`src/rtl/divider_scheduler.sv`:
```
// rtl/divider_scheduler.sv - round-robin scheduler sharing one fixed-latency divider among requesters
module divider_scheduler #(
    parameter int DATA_LEN = 32,
    parameter int NUM_REQ  = 4,
    parameter int LATENCY  = 6
) (
    input  logic                        clk,
    input  logic                        reset,
    input  logic [NUM_REQ-1:0]          req_valid,
    output logic [NUM_REQ-1:0]          req_ready,
    input  logic [NUM_REQ*DATA_LEN-1:0] req_a,
    input  logic [NUM_REQ*DATA_LEN-1:0] req_b,
    output logic [NUM_REQ-1:0]          rsp_valid,
    input  logic [NUM_REQ-1:0]          rsp_ready,
    output logic [NUM_REQ*DATA_LEN-1:0] rsp_result,
    input  logic                        flush_req,
    output logic                        busy,
    output logic                        div_reset,
    output logic [DATA_LEN-1:0]         div_a,
    output logic [DATA_LEN-1:0]         div_b,
    input  logic [DATA_LEN-1:0]         div_result
);
    localparam int PW = (NUM_REQ > 1) ? $clog2(NUM_REQ) : 1;
    localparam int CW = (LATENCY > 1) ? $clog2(LATENCY) : 1;
    localparam logic [CW-1:0] FLUSH_LAST = CW'(LATENCY - 1);

    typedef enum logic {
        ST_RUN   = 1'b0,
        ST_FLUSH = 1'b1
    } state_t;

    state_t               state_q, state_d;
    logic [CW-1:0]        flush_cnt_q, flush_cnt_d;
    logic [PW-1:0]        rr_ptr_q, rr_ptr_d;
    logic [LATENCY:0]     tag_vld_q, tag_vld_d;
    logic [PW-1:0]        tag_id_q [LATENCY+1];
    logic [PW-1:0]        tag_id_d [LATENCY+1];
    logic [NUM_REQ-1:0]   rsp_vld_q, rsp_vld_d;
    logic [DATA_LEN-1:0]  rsp_data_q [NUM_REQ];
    logic [DATA_LEN-1:0]  rsp_data_d [NUM_REQ];
    logic [DATA_LEN-1:0]  div_a_q, div_a_d;
    logic [DATA_LEN-1:0]  div_b_q, div_b_d;

    logic [NUM_REQ-1:0]   in_flight;
    logic [NUM_REQ-1:0]   eligible;
    logic [NUM_REQ-1:0]   grant_oh;
    logic [PW-1:0]        grant_id;
    logic                 accept;
    logic                 can_issue;
    logic                 flush_take;
    logic                 capture;
    logic [PW-1:0]        cap_id;
    int                   arb_idx;
    int                   rr_next;

    assign flush_take = (state_q == ST_RUN) && flush_req;
    assign can_issue  = (state_q == ST_RUN) && !flush_req;
    // A tag leaving the pipe on the flush-entry edge belongs to an aborted op.
    assign capture    = tag_vld_q[LATENCY] && !flush_take;
    assign cap_id     = tag_id_q[LATENCY];

    // A requester is busy while any tag stage carries its id.
    always_comb begin
        in_flight = '0;
        for (int r = 0; r < NUM_REQ; r++) begin
            for (int s = 0; s <= LATENCY; s++) begin
                if (tag_vld_q[s] && (tag_id_q[s] == PW'(r))) begin
                    in_flight[r] = 1'b1;
                end
            end
        end
        eligible = req_valid & ~in_flight & ~rsp_vld_q;
    end

    // Round-robin pick: scan from rr_ptr_q upward, wrapping, first eligible wins.
    always_comb begin
        grant_oh = '0;
        grant_id = '0;
        accept   = 1'b0;
        arb_idx  = 0;
        for (int k = 0; k < NUM_REQ; k++) begin
            arb_idx = int'(rr_ptr_q) + k;
            if (arb_idx >= NUM_REQ) begin
                arb_idx = arb_idx - NUM_REQ;
            end
            for (int r = 0; r < NUM_REQ; r++) begin
                if (can_issue && !accept && eligible[r] && (r == arb_idx)) begin
                    accept      = 1'b1;
                    grant_oh[r] = 1'b1;
                    grant_id    = PW'(r);
                end
            end
        end
    end

    // Pointer moves to the index after the last granted requester.
    always_comb begin
        rr_next = int'(grant_id) + 1;
        if (rr_next >= NUM_REQ) begin
            rr_next = 0;
        end
        rr_ptr_d = accept ? PW'(rr_next) : rr_ptr_q;
    end

    // Operands are presented for exactly the cycle after the accept, zero otherwise.
    always_comb begin
        div_a_d = '0;
        div_b_d = '0;
        for (int r = 0; r < NUM_REQ; r++) begin
            if (grant_oh[r]) begin
                div_a_d = req_a[r*DATA_LEN +: DATA_LEN];
                div_b_d = req_b[r*DATA_LEN +: DATA_LEN];
            end
        end
    end

    // Tag pipe mirrors the divider latency; a flush wipes every stage.
    always_comb begin
        tag_vld_d[0] = accept;
        tag_id_d[0]  = grant_id;
        for (int s = 1; s <= LATENCY; s++) begin
            tag_vld_d[s] = tag_vld_q[s-1];
            tag_id_d[s]  = tag_id_q[s-1];
        end
        if (flush_take) begin
            tag_vld_d = '0;
        end
    end

    // Result slots: drain on consume, fill when the matching tag emerges.
    always_comb begin
        rsp_vld_d = rsp_vld_q;
        for (int r = 0; r < NUM_REQ; r++) begin
            rsp_data_d[r] = rsp_data_q[r];
            if (rsp_vld_q[r] && rsp_ready[r]) begin
                rsp_vld_d[r] = 1'b0;
            end
            if (capture && (cap_id == PW'(r))) begin
                rsp_vld_d[r]  = 1'b1;
                rsp_data_d[r] = div_result;
            end
        end
    end

    // RUN/FLUSH control: flush holds the divider in reset for LATENCY cycles.
    always_comb begin
        state_d     = state_q;
        flush_cnt_d = flush_cnt_q;
        case (state_q)
            ST_RUN: begin
                if (flush_req) begin
                    state_d     = ST_FLUSH;
                    flush_cnt_d = FLUSH_LAST;
                end
            end
            ST_FLUSH: begin
                if (flush_cnt_q == '0) begin
                    state_d = ST_RUN;
                end else begin
                    flush_cnt_d = flush_cnt_q - 1'b1;
                end
            end
            default: state_d = ST_RUN;
        endcase
    end

    // All state registers, cleared asynchronously by reset.
    always_ff @(posedge clk or posedge reset) begin
        if (reset) begin
            state_q     <= ST_RUN;
            flush_cnt_q <= '0;
            rr_ptr_q    <= '0;
            tag_vld_q   <= '0;
            for (int s = 0; s <= LATENCY; s++) begin
                tag_id_q[s] <= '0;
            end
            rsp_vld_q   <= '0;
            for (int r = 0; r < NUM_REQ; r++) begin
                rsp_data_q[r] <= '0;
            end
            div_a_q     <= '0;
            div_b_q     <= '0;
        end else begin
            state_q     <= state_d;
            flush_cnt_q <= flush_cnt_d;
            rr_ptr_q    <= rr_ptr_d;
            tag_vld_q   <= tag_vld_d;
            tag_id_q    <= tag_id_d;
            rsp_vld_q   <= rsp_vld_d;
            rsp_data_q  <= rsp_data_d;
            div_a_q     <= div_a_d;
            div_b_q     <= div_b_d;
        end
    end

    // Pack slot contents onto the flat result bus.
    always_comb begin
        rsp_result = '0;
        for (int r = 0; r < NUM_REQ; r++) begin
            rsp_result[r*DATA_LEN +: DATA_LEN] = rsp_data_q[r];
        end
    end

    assign req_ready = reset ? '0 : grant_oh;
    assign rsp_valid = rsp_vld_q;
    assign div_a     = div_a_q;
    assign div_b     = div_b_q;
    assign busy      = (|tag_vld_q) || (state_q == ST_FLUSH);
    assign div_reset = reset || (state_q == ST_FLUSH);

endmodule

```
`config.mk`:
```
export PLATFORM = sky130hd
export DESIGN_NAME = divider_scheduler
export DESIGN_NICKNAME = d
export VERILOG_FILES = /design/src/rtl/divider_scheduler.sv
export SDC_FILE = /design/constraint.sdc
export NUM_CORES = 1
export LEC_CHECK = 0
export ABC_CLOCK_PERIOD_IN_PS = 8900
export CAP_MARGIN = 20
export CORE_AREA = 2 2 193 195
export DETAILED_ROUTE_END_ITERATION = 6
export DIE_AREA = 0 0 195 197
export SLEW_MARGIN = 30
export SYNTH_ARGS = -nofsm -noshare
export SYNTH_HDL_FRONTEND = slang
export SYNTH_SLANG_ARGS = --single-unit
```
`constraint.sdc`:
```
create_clock -name clk -period 8.9 [get_ports clk]
set_input_delay 1.78 -clock clk [delete_from_list [all_inputs] [get_ports clk]]
set_output_delay 1.78 -clock clk [all_outputs]
set_load 0.05 [all_outputs]
```
==> results.cfg <==
[run_status]
status = finished, final reports clean

[power_and_ir_drop]
p_clk_share_pct = 24.1
p_per_area_mw_per_mm2 = 276
ir_worst_vdd_uv = 98.0
p_leak_uw = 0.00710
p_comb_share_pct = 44.6
p_sw_share_pct = 41.0
netSwitchingPower_uw = 1910
intPower_uw = 2750
power_frac_seq_pct = 31.3

[cells_and_area]
fin_nets = 1707
drive_above_1_share_pct = 15.3
n_fill_cell = 3392
seq_area_mm2 = 0.00558
area_delta_synth_final_pct = 60.7
multi_input_area_mm2 = 0.00464

[clock_tree]
cts_htree_levels = 1
clockBufferDepth = 3
clkSinkCount = 223
cts_made_buffers = 26
hold_buffers = 0
cts_tree = done
cts-resized-gates = 0
clkLatencyLatePin_ns = 0.53
cts_setup_buffers = 0
cts_root_buf = clkbuf_16
path_clk_slew_ns = 0.06

[logic_synthesis]
synthFlopType = dfrtp_1
synth_edf_count = 0
yosysWarnings = 0
netlist_top_cells_count = dfrtp_1, nand2_1, mux2_2
synth_top_area_share_pct = 53.1
ys_ff_latch = 223
synth_area_leaders = dfrtp_1, mux2_2, nand2_1, a22o_1, a221oi_1
syn-instance-count = 931
synth_most_common_cell = dfrtp_1
ys_seq_area_share_pct = 53.1
yosys.area.top_type = dfrtp_1
synth_cell_types = 49
postSynth.asyncResetShare_pct = 100
syn_nets = 1232
synth.avg_cell_area_um2 = 11.3
syn_area_mm2 = 0.0105

[timing]
setup_violations = 0
tightest_slew_ns = 0.975
hold_viol_final = 0
fin_crit_sh_pct = 78.1
finalCriticalPeriod_ns = 6.95
fin_hold_ws_ns = 0.449
relSlewSlack_pct = 35.0
rsz0062_at_grt = no
max_freq_mhz = 144
setup_tns_ns = 0
slew_violations = 0
skew_ns = 0.0158

[drt]
finalWirelength_mm = 39.9
drcViolationCount = 0
drtIter0Drc = 407
drt_pass1_iterations = 7
vias_per_cell = 5.09
vias = 9657
wl_per_cell_um = 21.0
ant_nets = 0

[job]
drv_cap = 0

[global_route]
grt_pass1_wl_mm = 59.5
grt_pass1_vias = 9873
overflow = 0
antenna_found_initial = 7
grt_max_degree = 153
grt_use_total_pct = 20.0

[die]
die_y_um = 197
die_area_mm2 = 0.0384
start_util_pct = 29.0
placementRows = 70
io_pins = 501
die_w_um = 195
coreArea_mm2 = 0.0363

[min_path]
hp-class = flip-flop to flip-flop

[worst_setup_path]
crit_chain = clkdlybuf4s50_1 -> or4b_4 -> nor4_4 -> nand2_2 -> a21oi_2 -> nor4_2 -> buf_4 -> nor2_1 -> nor2_1 -> clkdlybuf4s50_1
critPathRequiredTime_ns = 7.12
cp_slowest_cell = clkdlybuf4s50_1
startpoint_type = input pin
critPathMaxStageDelay_ns = 0.72
endpoint_kind = output pin
critPathMaxFanout = 66
arrival_ns = 5.17
worstSetupPathType = input pin to output pin

[placement]
port_buffers = 500
gp_congestion = 0.838
hpwl_mm = 28.5
state kept, by name (all words and copies together) (netlist names):
name         cells
cap_id           2
div_a           32
div_b           32
flush_cnt_q      3
rr_ptr_q         2
rsp_result     128
rsp_valid        4
state_q          1
tag_id_d        12
tag_vld_q        7
placed cells by master (no fill, tap or decap), types with 2 or more instances in the layout:
cell / n
a21oi_1: 2
a21oi_2: 2
a221oi_1: 48
a221oi_2: 16
a22o_1: 66
a31oi_1: 3
and2_1: 8
and3_1: 3
and4_1: 2
buf_4: 12
bufinv_16: 3
clkbuf_1: 5
clkbuf_16: 27
clkbuf_8: 6
clkdlybuf4s50_1: 500
clkinv_2: 3
clkinvlp_4: 4
dfrtp_1: 223
diode_2: 3
ha_1: 2
inv_1: 10
mux2_2: 128
nand2_1: 207
nand2b_1: 2
nand3_1: 8
nand3b_1: 11
nand4_1: 67
nor2_1: 7
nor2_4: 3
nor2b_1: 2
nor3_2: 2
nor3b_1: 7
nor4_1: 6
nor4_2: 2
o21ai_0: 4
logic make-up after synthesis:
kind of cell               Yosys count  synth area share [%]
AOI/OAI and AO/OA                  151                  13.4
xor gates and xnor gates             1                0.0834
adders and majority gates            2                 0.238
buffers and inverters               78                  3.41
DFF                                223                  53.1
muxes                              128                  13.7
and+or+nand+nor                    348                  16.1
routing by layer:
layer  part of all wire [%]  vias up  routed length [um]  track usage, %
met3                    9.4       79                3740            7.05
met1                     39     4745               15400            23.2
met4                    3.5        8                1380            7.46
met2                     48      417               19300            34.2
li1                       -     4408                   -               -
met5                   0.15        -                  61               0
path summary, 6_finish.rpt:
check | start | to | slack (ns) | depth (start not counted)
worst max register to register | state_q | div_a[9] | 5.41 | 9
max in group asynchronous | reset | tag_vld_q[5] | 5.67 | 4
worst max-delay path | flush_req | req_ready[2] | 1.95 | 10
worst min register to register | tag_id_d[5] | tag_id_d[3] | 0.45 | 0
worst min-delay path | tag_id_d[5] | tag_id_d[3] | 0.45 | 0
min in group asynchronous | reset | div_b[15] | 2.01 | 3
power groups by stage:
stage	logic, uW	registers (uW)	clock network (uW)
finish	2080	1460	1120
global route	2170	1500	1200
CTS	2100	1460	1160
detailed placement	2090	1480	0
global placement	2080	1470	0
floorplan	441	2300	0
worst max-delay path, delay by kind of cell:
family | cells | cell delay, ns
buffers and inverters | 3 | 1.57
AOI/OAI and AO/OA | 1 | 0.36
and+or+nand+nor | 6 | 1.44
cell type report:
type | count | area share, %
flip-flops and latches | 223 | 33.0
repair buffers | 514 | 30.4
multi-input cells | 630 | 27.5
clock buffers | 38 | 4.60
well taps | 468 | 3.47
clock inverters | 9 | 0.756
inverters | 11 | 0.267
diodes | 3 | 0.0444
per-stage QoR:
stage               total power, uW  cells  setup slack (ns)  instance area (um^2)  utilization [%]
global route                   4870   1895              1.76                 16900             46.6
global placement               3550   1846              1.96                 16000             44.1
finish                         4670   1896              1.95                 16900             46.6
CTS                            4720   1893              1.88                 16900             46.5
floorplan                      2740    931              1.38                 10500                -
detailed placement             3570   1846              1.91                 16000             44.1
Power figures use the tool's default switching activity.
==> RTL change: new RTL, same settings <==
The parameter `NUM_REQ` goes from 4 to 2.
--- a/src/rtl/divider_scheduler.sv
+++ b/src/rtl/divider_scheduler.sv
@@ -1,7 +1,7 @@
 // rtl/divider_scheduler.sv - round-robin scheduler sharing one fixed-latency divider among requesters
 module divider_scheduler #(
     parameter int DATA_LEN = 32,
-    parameter int NUM_REQ  = 4,
+    parameter int NUM_REQ  = 2,
     parameter int LATENCY  = 6
 ) (
     input  logic                        clk,
Ports: changed (7 resized); port bits go from 501 to 301. The function was not compared with the original's and may differ.
==> RTL change against the unedited design <==
- first-iteration DRC count fell by 52%
- sequential power is 36% lower
- worst setup slack improved by 0.95 ns
- fmax rose by 16%
- synthesized area shrank 46%
- power fell by 38%
- final area is 42% lower
- count of clock-buffer cells in the layout fell by 18
- wire length shrank 55%
- hold slack lost 0.044 ns
- global-route usage shrank 11 points
- sequential cell count decreased by 74
- critical endpoint is now req_ready[0]
==> RTL change: results (changes against the unedited design) <==
metric,value,unit,change
status,"finished, final reports clean",,
cts_buffers,17,,-35%
h-tree-depth,4,,+3
drt-pass1-iter-count,4,,-3
grt_pass1_wl,26800,µm,-55%
seq_area_frac_synth,66.3,%,+13 points
largest_reg_flops,64,,-50%
p_leak,4.13,nW,-42%
num-fill-cells,3801,,+12%
drive_gt1_share,13.8,%,-1.5 points
netlist-cell-type-count,32,,-35%
port_buffers,300,,-40%
cts_buffer_depth,2,,-1
grt_pass1_vias,4538,,-54%
first_iter_violations,194,,-52%
diodes,0,,-3
grt_max_degree,77,,-50%
ir_worst_vdd,0.126,mV,+29%
wire_per_inst,15.3,µm,-27%
yosys.area_share.adder,0.445,%,+0.21 points
met3_length,2060,µm,-45%
routed_via_density,3.74,,-27%
synth_nets,555,,-55%
clock_latency,0.43,ns,-0.10 ns
wl_met2,8270,µm,-57%
drt-met1-wl,7290,µm,-53%
netlist_top_cells_count,"149 x dfrtp_1, 53 x a22o_1, 52 x mux2_2, 24 x nand3_1",,
antenna_found_initial,1,,-6
path_max_fanout,14,,-79%
synth_xor_area_share,0,%,-0.083 points
synth_compound_area_share,11.0,%,-2.4 points
pre_cts_slack,2.91,ns,+1.00 ns
dp_hpwl,13500,µm,-52%
crit_arrival,4.22,ns,-0.95 ns
dpl_cell_area,9140,µm²,-43%
finalWirelength,17900,µm,-55%
nNetsFinal,853,,-50%
avgSynthCellArea,14.6,µm²,+29%
synthMuxAreaShare,13.0,%,-0.70 points
synth.area.top_cells,"dfrtp_1 66%, mux2_2 10%, a22o_1 8.3%, mux2_1 2.6%, nand3_1 2.1%",,
-- RTL change: changes by cell type after synthesis, moves of 13 or more --
cell | before | now
a221oi_1 | 49 | 0
a221oi_2 | 16 | 0
a22o_1 | 66 | 53
clkbuf_1 | 38 | 6
dfrtp_1 | 223 | 149
mux2_1 | 0 | 13
mux2_2 | 128 | 52
nand2_1 | 207 | 8
nand3_1 | 8 | 24
nand4_1 | 67 | 1
-- RTL change: final timing paths --
check	startpoint	to	slack [ns]	cells past startpoint
setup / recovery	req_valid[1]	req_ready[0]	2.90	6
hold / removal	tag_id_d[3]	tag_id_d[2]	0.41	0
setup reg to reg	tag_vld_q[1]	div_a[8]	6.32	5
hold reg to reg	tag_id_d[3]	tag_id_d[2]	0.41	0
max in group asynchronous	reset	rsp_result[27]	5.91	3
min in group asynchronous	reset	div_a[12]	1.88	2
-- RTL change: layer usage --
layer,up-vias,track usage [%]
met5,-,0
met2,259,15.0
met4,2,3.56
met1,2083,10.8
li1,2004,-
met3,13,5.01
-- RTL change: layout make-up --
type                       instances  area, µm²  share of cell area [%]
sequential                       149       3730                    38.2
multi-input combinational        202       1730                    17.8
clock inverter                    12        141                    1.45
tap                              468        586                    6.01
timing repair buffer             303       3050                    31.3
clock buffer                      20        467                    4.79
inverter                          11       46.3                   0.475
-- RTL change: report_power, final --
part | switching, mW | leakage [nW] | internal (mW)
sequential | 0.0838 | 1.99 | 0.848
combinational | 0.778 | 1.85 | 0.459
clock | 0.307 | 0.294 | 0.440
total | 1.17 | 4.13 | 1.75
-- RTL change: worst reg2reg max path: stages, from the launching register on --
cell,delay (ns)
dfrtp_1,0.40
nor2b_1,0.15
a2111oi_2,0.42
and4_1,0.53
and3b_4,0.70
a22o_1,0.30
